## src/rtl/cam_capture_ctrl_if.sv

```systemverilog
// Control, camera-timing and status bundle for the capture sequencer.
// master drives the requests and camera pins; slave is the sequencer.
interface cam_capture_ctrl_if #(
  parameter int unsigned P_FCNT_W = 16
);
  logic                CAPSTART;
  logic                CAPSTOP;
  logic                CAPMODE;
  logic [1:0]          RESOL;
  logic                VSYNC;
  logic                HREF;
  logic                FIFOFULL;
  logic                FIFOWR;
  logic                CAPON;
  logic                BUSY;
  logic                FRAME_DONE;
  logic [P_FCNT_W-1:0] FRAME_CNT;
  logic [10:0]         LINE_CNT;
  logic                ERR_LINE;
  logic                ERR_OVF;

  modport master (
    output CAPSTART, CAPSTOP, CAPMODE, RESOL, VSYNC, HREF, FIFOFULL, FIFOWR,
    input  CAPON, BUSY, FRAME_DONE, FRAME_CNT, LINE_CNT, ERR_LINE, ERR_OVF
  );

  modport slave (
    input  CAPSTART, CAPSTOP, CAPMODE, RESOL, VSYNC, HREF, FIFOFULL, FIFOWR,
    output CAPON, BUSY, FRAME_DONE, FRAME_CNT, LINE_CNT, ERR_LINE, ERR_OVF
  );
endinterface

```

## src/rtl/cam_capture_ctrl.sv

```systemverilog
// Frame-level capture sequencer: arms on start, skips settling frames, then gates
// CAPON for whole frames while counting frames and lines and flagging errors.
module cam_capture_ctrl #(
  parameter int unsigned P_SKIP_FRAMES = 1,
  parameter int unsigned P_FCNT_W      = 16
) (
  input logic               PCLK,
  input logic               PRSTN,
  cam_capture_ctrl_if.slave cap
);

  localparam logic [1:0] P_RESOL_VGA  = 2'd0;
  localparam logic [1:0] P_RESOL_XGA  = 2'd1;
  localparam logic [1:0] P_RESOL_SXGA = 2'd2;

  localparam logic [3:0]          SkipFrames = 4'(P_SKIP_FRAMES);
  localparam logic [P_FCNT_W-1:0] FcntOne    = P_FCNT_W'(1);
  localparam logic [10:0]         LineMax    = 11'd2047;

  typedef enum logic [2:0] {StIdle, StArm, StSkip, StWaitF, StCapt} state_e;

  state_e              state_q, state_d;
  logic                vs_q, href_q;
  logic                mode_q, mode_d;
  logic [1:0]          resol_q, resol_d;
  logic [3:0]          skip_q, skip_d;
  logic                stop_pend_q, stop_pend_d;
  logic                capon_q, capon_d;
  logic                frame_done_q, frame_done_d;
  logic [P_FCNT_W-1:0] fcnt_q, fcnt_d;
  logic [10:0]         line_q, line_d;
  logic                err_line_q, err_line_d;
  logic                err_ovf_q, err_ovf_d;

  logic                vs_rise, vs_fall, href_fall;
  logic [3:0]          skip_inc;
  logic [10:0]         exp_lines;

  // Edges are decoded against the previous-cycle pin value, one cycle behind the pin.
  assign vs_rise   = cap.VSYNC & ~vs_q;
  assign vs_fall   = ~cap.VSYNC & vs_q;
  assign href_fall = ~cap.HREF & href_q;
  assign skip_inc  = skip_q + 4'd1;

  always_comb begin
    case (resol_q)
      P_RESOL_VGA:  exp_lines = 11'd480;
      P_RESOL_XGA:  exp_lines = 11'd768;
      P_RESOL_SXGA: exp_lines = 11'd1024;
      default:      exp_lines = 11'd1024;
    endcase
  end

  always_comb begin
    state_d      = state_q;
    mode_d       = mode_q;
    resol_d      = resol_q;
    skip_d       = skip_q;
    stop_pend_d  = stop_pend_q;
    capon_d      = capon_q;
    frame_done_d = 1'b0;
    fcnt_d       = fcnt_q;
    line_d       = line_q;
    err_line_d   = err_line_q;
    err_ovf_d    = err_ovf_q;

    unique case (state_q)
      StIdle: begin
        if (cap.CAPSTART) begin
          state_d    = StArm;
          mode_d     = cap.CAPMODE;
          resol_d    = cap.RESOL;
          fcnt_d     = '0;
          err_line_d = 1'b0;
          err_ovf_d  = 1'b0;
          skip_d     = 4'd0;
        end
      end
      StArm: begin
        if (cap.CAPSTOP) begin
          state_d = StIdle;
        end else if (vs_rise) begin
          state_d = (SkipFrames != 4'd0) ? StSkip : StWaitF;
        end
      end
      StSkip: begin
        if (cap.CAPSTOP) begin
          state_d = StIdle;
        end else if (vs_rise) begin
          skip_d = skip_inc;
          if (skip_inc == SkipFrames) begin
            state_d = StWaitF;
          end
        end
      end
      StWaitF: begin
        if (cap.CAPSTOP) begin
          state_d = StIdle;
        end else if (vs_fall) begin
          state_d = StCapt;
          capon_d = 1'b1;
          line_d  = 11'd0;
        end
      end
      StCapt: begin
        if (cap.CAPSTOP) begin
          stop_pend_d = 1'b1;
        end
        if (cap.FIFOWR && cap.FIFOFULL) begin
          err_ovf_d = 1'b1;
        end
        if (href_fall && (line_q != LineMax)) begin
          line_d = line_q + 11'd1;
        end
        if (vs_rise) begin
          frame_done_d = 1'b1;
          fcnt_d       = fcnt_q + FcntOne;
          capon_d      = 1'b0;
          if (line_q != exp_lines) begin
            err_line_d = 1'b1;
          end
          // A stop arriving on the closing edge itself still ends the run.
          state_d = (mode_q && !stop_pend_q && !cap.CAPSTOP) ? StWaitF : StIdle;
        end
      end
      default: state_d = StIdle;
    endcase

    if (state_d == StIdle) begin
      stop_pend_d = 1'b0;
    end
  end

  always_ff @(posedge PCLK or negedge PRSTN) begin
    if (!PRSTN) begin
      state_q      <= StIdle;
      vs_q         <= 1'b0;
      href_q       <= 1'b0;
      mode_q       <= 1'b0;
      resol_q      <= 2'd0;
      skip_q       <= 4'd0;
      stop_pend_q  <= 1'b0;
      capon_q      <= 1'b0;
      frame_done_q <= 1'b0;
      fcnt_q       <= '0;
      line_q       <= 11'd0;
      err_line_q   <= 1'b0;
      err_ovf_q    <= 1'b0;
    end else begin
      state_q      <= state_d;
      vs_q         <= cap.VSYNC;
      href_q       <= cap.HREF;
      mode_q       <= mode_d;
      resol_q      <= resol_d;
      skip_q       <= skip_d;
      stop_pend_q  <= stop_pend_d;
      capon_q      <= capon_d;
      frame_done_q <= frame_done_d;
      fcnt_q       <= fcnt_d;
      line_q       <= line_d;
      err_line_q   <= err_line_d;
      err_ovf_q    <= err_ovf_d;
    end
  end

  assign cap.CAPON      = capon_q;
  assign cap.BUSY       = (state_q != StIdle);
  assign cap.FRAME_DONE = frame_done_q;
  assign cap.FRAME_CNT  = fcnt_q;
  assign cap.LINE_CNT   = line_q;
  assign cap.ERR_LINE   = err_line_q;
  assign cap.ERR_OVF    = err_ovf_q;

endmodule

```

## src/flat_wrapper.sv

```systemverilog
// flat-port wrapper written by rule: the top's interface ports become plain ports
module cam_capture_ctrl_flat 
#(
  parameter int unsigned P_SKIP_FRAMES = 1,
  parameter int unsigned P_FCNT_W      = 16
)
  (PCLK, PRSTN, cap_CAPSTART, cap_CAPSTOP, cap_CAPMODE, cap_RESOL, cap_VSYNC, cap_HREF, cap_FIFOFULL, cap_FIFOWR, cap_CAPON, cap_BUSY, cap_FRAME_DONE, cap_FRAME_CNT, cap_LINE_CNT, cap_ERR_LINE, cap_ERR_OVF);
  cam_capture_ctrl_if #(.P_FCNT_W(P_FCNT_W)) cap_i ();
  input logic PCLK;
  input logic PRSTN;
  input wire logic [$bits(cap_i.CAPSTART)-1:0] cap_CAPSTART;
  input wire logic [$bits(cap_i.CAPSTOP)-1:0] cap_CAPSTOP;
  input wire logic [$bits(cap_i.CAPMODE)-1:0] cap_CAPMODE;
  input wire logic [$bits(cap_i.RESOL)-1:0] cap_RESOL;
  input wire logic [$bits(cap_i.VSYNC)-1:0] cap_VSYNC;
  input wire logic [$bits(cap_i.HREF)-1:0] cap_HREF;
  input wire logic [$bits(cap_i.FIFOFULL)-1:0] cap_FIFOFULL;
  input wire logic [$bits(cap_i.FIFOWR)-1:0] cap_FIFOWR;
  output wire logic [$bits(cap_i.CAPON)-1:0] cap_CAPON;
  output wire logic [$bits(cap_i.BUSY)-1:0] cap_BUSY;
  output wire logic [$bits(cap_i.FRAME_DONE)-1:0] cap_FRAME_DONE;
  output wire logic [$bits(cap_i.FRAME_CNT)-1:0] cap_FRAME_CNT;
  output wire logic [$bits(cap_i.LINE_CNT)-1:0] cap_LINE_CNT;
  output wire logic [$bits(cap_i.ERR_LINE)-1:0] cap_ERR_LINE;
  output wire logic [$bits(cap_i.ERR_OVF)-1:0] cap_ERR_OVF;
  assign cap_i.CAPSTART = cap_CAPSTART;
  assign cap_i.CAPSTOP = cap_CAPSTOP;
  assign cap_i.CAPMODE = cap_CAPMODE;
  assign cap_i.RESOL = cap_RESOL;
  assign cap_i.VSYNC = cap_VSYNC;
  assign cap_i.HREF = cap_HREF;
  assign cap_i.FIFOFULL = cap_FIFOFULL;
  assign cap_i.FIFOWR = cap_FIFOWR;
  assign cap_CAPON = cap_i.CAPON;
  assign cap_BUSY = cap_i.BUSY;
  assign cap_FRAME_DONE = cap_i.FRAME_DONE;
  assign cap_FRAME_CNT = cap_i.FRAME_CNT;
  assign cap_LINE_CNT = cap_i.LINE_CNT;
  assign cap_ERR_LINE = cap_i.ERR_LINE;
  assign cap_ERR_OVF = cap_i.ERR_OVF;
  cam_capture_ctrl #(.P_SKIP_FRAMES(P_SKIP_FRAMES), .P_FCNT_W(P_FCNT_W)) u_core (.PCLK(PCLK), .PRSTN(PRSTN), .cap(cap_i));
endmodule
```

## config.mk

```make
export PLATFORM = sky130hd
export DESIGN_NAME = cam_capture_ctrl_flat
export DESIGN_NICKNAME = d
export VERILOG_FILES = /design/src/rtl/cam_capture_ctrl_if.sv /design/src/rtl/cam_capture_ctrl.sv /design/src/flat_wrapper.sv
export SDC_FILE = /design/constraint.sdc
export NUM_CORES = 1
export LEC_CHECK = 0
export ABC_AREA = 1
export CORE_ASPECT_RATIO = 0.6
export CORE_UTILIZATION = 27
export CTS_BUF_LIST = sky130_fd_sc_hd__clkbuf_2 sky130_fd_sc_hd__clkbuf_4 sky130_fd_sc_hd__clkbuf_8
export DETAILED_ROUTE_END_ITERATION = 12
export GPL_ROUTABILITY_DRIVEN = 0
export PLACE_DENSITY_LB_ADDON = 0.25
export SLEW_MARGIN = 20
export SYNTH_ARGS = -nofsm -noshare
export SYNTH_HDL_FRONTEND = slang
export SYNTH_SLANG_ARGS = --single-unit
```

## constraint.sdc

```tcl
create_clock -name PCLK -period 2 [get_ports PCLK]
set_input_delay 0.3 -clock PCLK [delete_from_list [all_inputs] [get_ports PCLK]]
set_output_delay 0.3 -clock PCLK [all_outputs]
set_load 0.02 [all_outputs]
```

* After elaboration in Yosys (flattened, before gate mapping)
Index checks and enable logic that the tools add are counted.
Storage, ports and cells: flip-flop bits (word level) 44, input bits 11, output and inout port bits 32, word-level logic and storage cells 100
Cells by class: add/sub/neg operators 3, equality and inequality tests 17, muxes and demuxes 38, bitwise operators 6, reduce and logical (&&, ||, !) cells 23
Operators with widths (number):
- $pmux W11 S2 | 2
- $mux W11 | 3
- $mux W16 | 2
- $pmux W16 S2 | 1
- $mux W3 | 9
- $add A16 B1 Y16 const B | 1
- $reduce_and A4 Y1 | 4
- $pmux W3 S5 | 1
- $mux W1 | 12
- $mux W4 | 3
- $ne A2 B1 Y1 const B | 6
- $add A11 B1 Y11 const B | 1
- $ne A11 B11 Y1 | 1
- $ne A11 B11 Y1 const B | 1
- $reduce_bool A2 Y1 | 5
- $pmux W4 S2 | 1
- $eq A3 B2 Y1 const B | 2
- $logic_not A3 Y1 | 2
- $ne A2 B2 Y1 const B | 3
- $pmux W1 S2 | 3
- $reduce_and A3 Y1 | 2
- $add A4 B1 Y4 const B | 1
- $eq A4 B1 Y1 const B | 1
- $logic_and A1 B1 Y1 | 4
- 10 further kinds | 16

* Depth between registers and ports, before layout
depth in word-level cells 9, depth in mapped cells 10, depth with buffers taken out 9

* Worst setup path after synthesis
OpenSTA, ideal clock, no wires.
path kind register to register, from register u_core.line_q[0], in the netlist u_core.cap.LINE_CNT[0], to register u_core.line_q[2], in the netlist u_core.cap.LINE_CNT[2], library setup time 0.074 ns, arrival 1.516 ns, data required time 1.926 ns, slack 0.410 ns, cell stages (with the launch flop) 11, path buffers 1, clock period less this slack 1.590 ns, path through dfrtp_1 ha_1 inv_1 nor2_4 nand3_2 nand2_2 nand2_4 inv_4 buf_6 nand2_1 o21ai_2
On the way: cells in the longest elaborated chain, start to end 4, elaborated cells on any way between the ends 7, classes of those cells add/sub: 1; eq/ne: 2; mux: 2; reduce/logical: 2
Ends and longest elaborated chain:
- start, declared | RTL line cam_capture_ctrl.sv:31 | logic [10:0] line_q, line_d;
- start signal, assigned | RTL line cam_capture_ctrl.sv:160 | line_q <= line_d;
- branches (longest 4 deep; another with $add A11 B1 Y11)
Several ways; the timed one is not identified. The select of a mux whose other input is x is not followed. A chain may end at the register's enable or synchronous reset.

* Worst setup path after layout
from register u_core.state_q[1], to output port cap_BUSY
On the way: cells in the longest elaborated chain, start to end 1
Ends and longest elaborated chain:
- start, declared | RTL line cam_capture_ctrl.sv:22 | state_e state_q, state_d;
- start signal, assigned | RTL line cam_capture_ctrl.sv:136 | state_q <= StIdle;
- start signal, assigned | RTL line cam_capture_ctrl.sv:150 | state_q <= state_d;
- $reduce_bool A3 Y1 | RTL line cam_capture_ctrl.sv:167 | assign cap.BUSY = (state_q != StIdle);
- end, declared | RTL line flat_wrapper.sv:20 | output wire logic [$bits(cap_i.BUSY)-1:0] cap_BUSY;
Every way passes these cells.

==> impl_metrics.py <==
metrics = {
    "status": {
        "status": "finished, final reports clean",
    },
    "layout": {
        "synthToLayoutAreaGrowth_pct": 27.13,
        "drive_gt1_frac": 0.1084,
        "layout_common_cells": "nand2_1 (85), inv_1 (45), dfrtp_1 (44), clkdlybuf4s50_1 (41), nand3_1 (40)",
        "final_common_cell": "nand2_1",
        "layout.area.seq_mm2": 0.001101,
        "nNetsFinal": 421,
        "multi_input_area_mm2": 0.001265,
        "diodes": 0,
        "num-fill-cells": 994,
    },
    "power": {
        "p_per_area_mw_per_mm2": 681.9,
        "vdd_drop_max_v": 0.0002779,
        "power_mw": 2.255,
        "p_leak_nw": 1.441,
    },
    "drt": {
        "final_antenna_net_count": 0,
        "vias_per_cell": 4.552,
        "drtIter0Drc": 170,
        "drc": 0,
        "routed_wl_mm": 6.958,
        "vias": 2440,
        "wl_per_cell_um": 12.98,
        "drtPass1Iterations": 4,
    },
    "run": {
        "maxCapViolCount": 0,
    },
    "timing": {
        "finClkSkew_ns": 0.01501,
        "worstMarginPinSlew_ns": 0.5860,
        "hold_ws_ns": 0.04998,
        "slew_viol_final": 0,
        "finalSetupViolCount": 0,
        "fmax_ghz": 0.5303,
        "fin_crit_ns": 1.886,
        "hold_viol": 0,
        "maxSlewHeadroom": 0.6094,
        "tns_ns": 0,
        "period_share": 0.9429,
        "rsz0062_at_grt": "false",
    },
    "cts": {
        "cts.clk_slew.worst_paths_ns": 0.10,
        "cts_buffer_depth": 2,
        "cts.sinks": 44,
        "cts_tree": "done",
        "clock_latency_ns": 0.32,
        "cts_setup_buffers": 0,
        "h-tree-depth": 2,
        "cts-root-buf": "clkbuf_8",
        "cts_resized": 0,
        "cts-buffers-inserted": 5,
        "cts_hold_buf": 0,
    },
    "setup_path": {
        "cp_cell_sequence": "nor2_4, nand2_1, clkdlybuf4s50_1",
        "cpMaxStageDelayCell": "clkdlybuf4s50_1",
        "crit_type": "reg2out",
        "cp-end-kind": "output port",
        "required_ns": 1.70,
        "cp_max_fo": 4,
        "cp_slowest_stage_delay_ns": 0.54,
        "cp-start-kind": "flip-flop",
        "cp.arrival_ns": 1.59,
    },
    "synthesis": {
        "synth.area.top_cells": "dfrtp_1 (42%), nand2_1 (12%), nand3_1 (7.7%)",
        "netlist_area_mm2": 0.002601,
        "synth_cell_types": 30,
        "seq_area_frac_synth": 0.4233,
        "synth_xor_area_frac": 0.01010,
        "syn_inst": 352,
        "synth_area_per_cell_um2": 7.390,
        "yosysTopAreaCellShare": 0.4233,
        "synth_top_family_by_area": "simple AND/OR/NAND/NOR gates",
        "ys_seq_elements": 44,
        "synth-simple-area-share": 0.3651,
        "syn_nets": 368,
        "synthAdderAreaFrac": 0.02405,
        "synth_compound_area_frac": 0.08706,
        "synth_top_cell_by_area": "dfrtp_1",
        "synth.area.mux_share": 0,
        "synth_warnings": 0,
    },
    "floorplanning": {
        "die_w_um": 128.7,
        "die_h_um": 78.03,
        "core_mm2": 0.009256,
        "boundaryPins": 43,
        "rows": 27,
        "initial_core_util": 0.2810,
        "dieArea_mm2": 0.01004,
    },
    "global_route": {
        "grt_max_degree": 45,
        "antenna_found_initial": 0,
        "grt_pass1_wl_mm": 11.54,
        "grt_use_total": 0.1499,
        "overflow": 0,
        "grt_pass1_vias": 2210,
    },
    "placed_design": {
        "dp_hpwl_mm": 5.178,
        "port_buffers": 42,
    },
    "hold_path": {
        "min_path_type": "in2async",
    },
}
==> critical path, delay by kind of cell (launching register included) <==
kind	cells	cell delay, ns
buf+inv	1	0.54
simple gates	2	0.29
flops	1	0.45
==> sequential cells by signal (all words and copies together) (netlist names), 2 cells and up <==
| signal | flops |
|---|---|
| u_core.cap.FRAME_CNT | 16 |
| u_core.cap.LINE_CNT | 11 |
| u_core.resol_q | 2 |
| u_core.skip_q | 4 |
| u_core.state_q | 3 |
==> metrics by stage <==
step / area (um^2) / utilization / std cells / worst slack [ns]
floorplan: 2601 / - / 352 / 0.4100
global placement: 3209 / 0.3467 / 528 / 0.1979
detailed placement: 3209 / 0.3467 / 528 / 0.1446
CTS: 3307 / 0.3573 / 536 / 0.09805
global route: 3307 / 0.3573 / 536 / 0.06214
finish: 3307 / 0.3573 / 536 / 0.1142
==> routing by layer <==
layer	track usage	routed length (um)	vias to the layer above
met1	0.2467	3960	1122
met5	0	0	-
met3	0.02863	332	8
li1	-	-	1251
met4	0.04588	85	0
met2	0.1865	2581	59
==> synthesized netlist by cell type (all sizes together) <==
| library cell | number |
|---|---|
| nor3 | 6 |
| nand3 | 44 |
| a21oi | 10 |
| inv | 50 |
| o31ai | 1 |
| nor4 | 1 |
| or2 | 1 |
| ha | 5 |
| nand4 | 18 |
| buf | 6 |
| dfrtp | 44 |
| xor2 | 3 |
| nor2 | 42 |
| nand2 | 91 |
| o21ai | 28 |
| o21bai | 1 |
| a32o | 1 |
==> path summary, 6_finish.rpt <==
path,startpoint,endpoint,slack [ns],cells after the start
hold reg to reg,u_core.cap.ERR_LINE,u_core.cap.ERR_LINE,0.50,2
max in group asynchronous,PRSTN,u_core.cap.CAPON,1.52,2
setup / recovery,u_core.state_q[1],cap_BUSY,0.11,3
hold / removal,PRSTN,u_core.cap.FRAME_CNT[5],0.05,2
setup reg to reg,u_core.cap.LINE_CNT[0],u_core.cap.LINE_CNT[7],0.25,9
min in group PCLK,cap_HREF,u_core.href_q,0.49,1
==> layout make-up <==
| type | count | area share |
|---|---|---|
| timing repair buffer | 52 | 0.1483 |
| inverter | 50 | 0.05751 |
| sequential | 44 | 0.3330 |
| clock buffer | 8 | 0.02951 |
| tap | 130 | 0.04919 |
| multi-input combinational | 252 | 0.3825 |
==> cell families (layout without fill, tap and decap cells) <==
family | after synthesis | after routing
and+or+nand+nor | 203 | 203
buffers and inverters | 56 | 110
DFF | 44 | 44
AOI/OAI and AO/OA | 41 | 41
adders and majority gates | 5 | 5
xor gates and xnor gates | 3 | 3
==> power breakdown <==
group / switching (mW) / internal (mW)
Combinational: 0.355 / 0.217
Sequential: 0.0835 / 0.964
Clock: 0.326 / 0.310
Total: 0.764 / 1.49
Power figures use the tool's default switching activity.
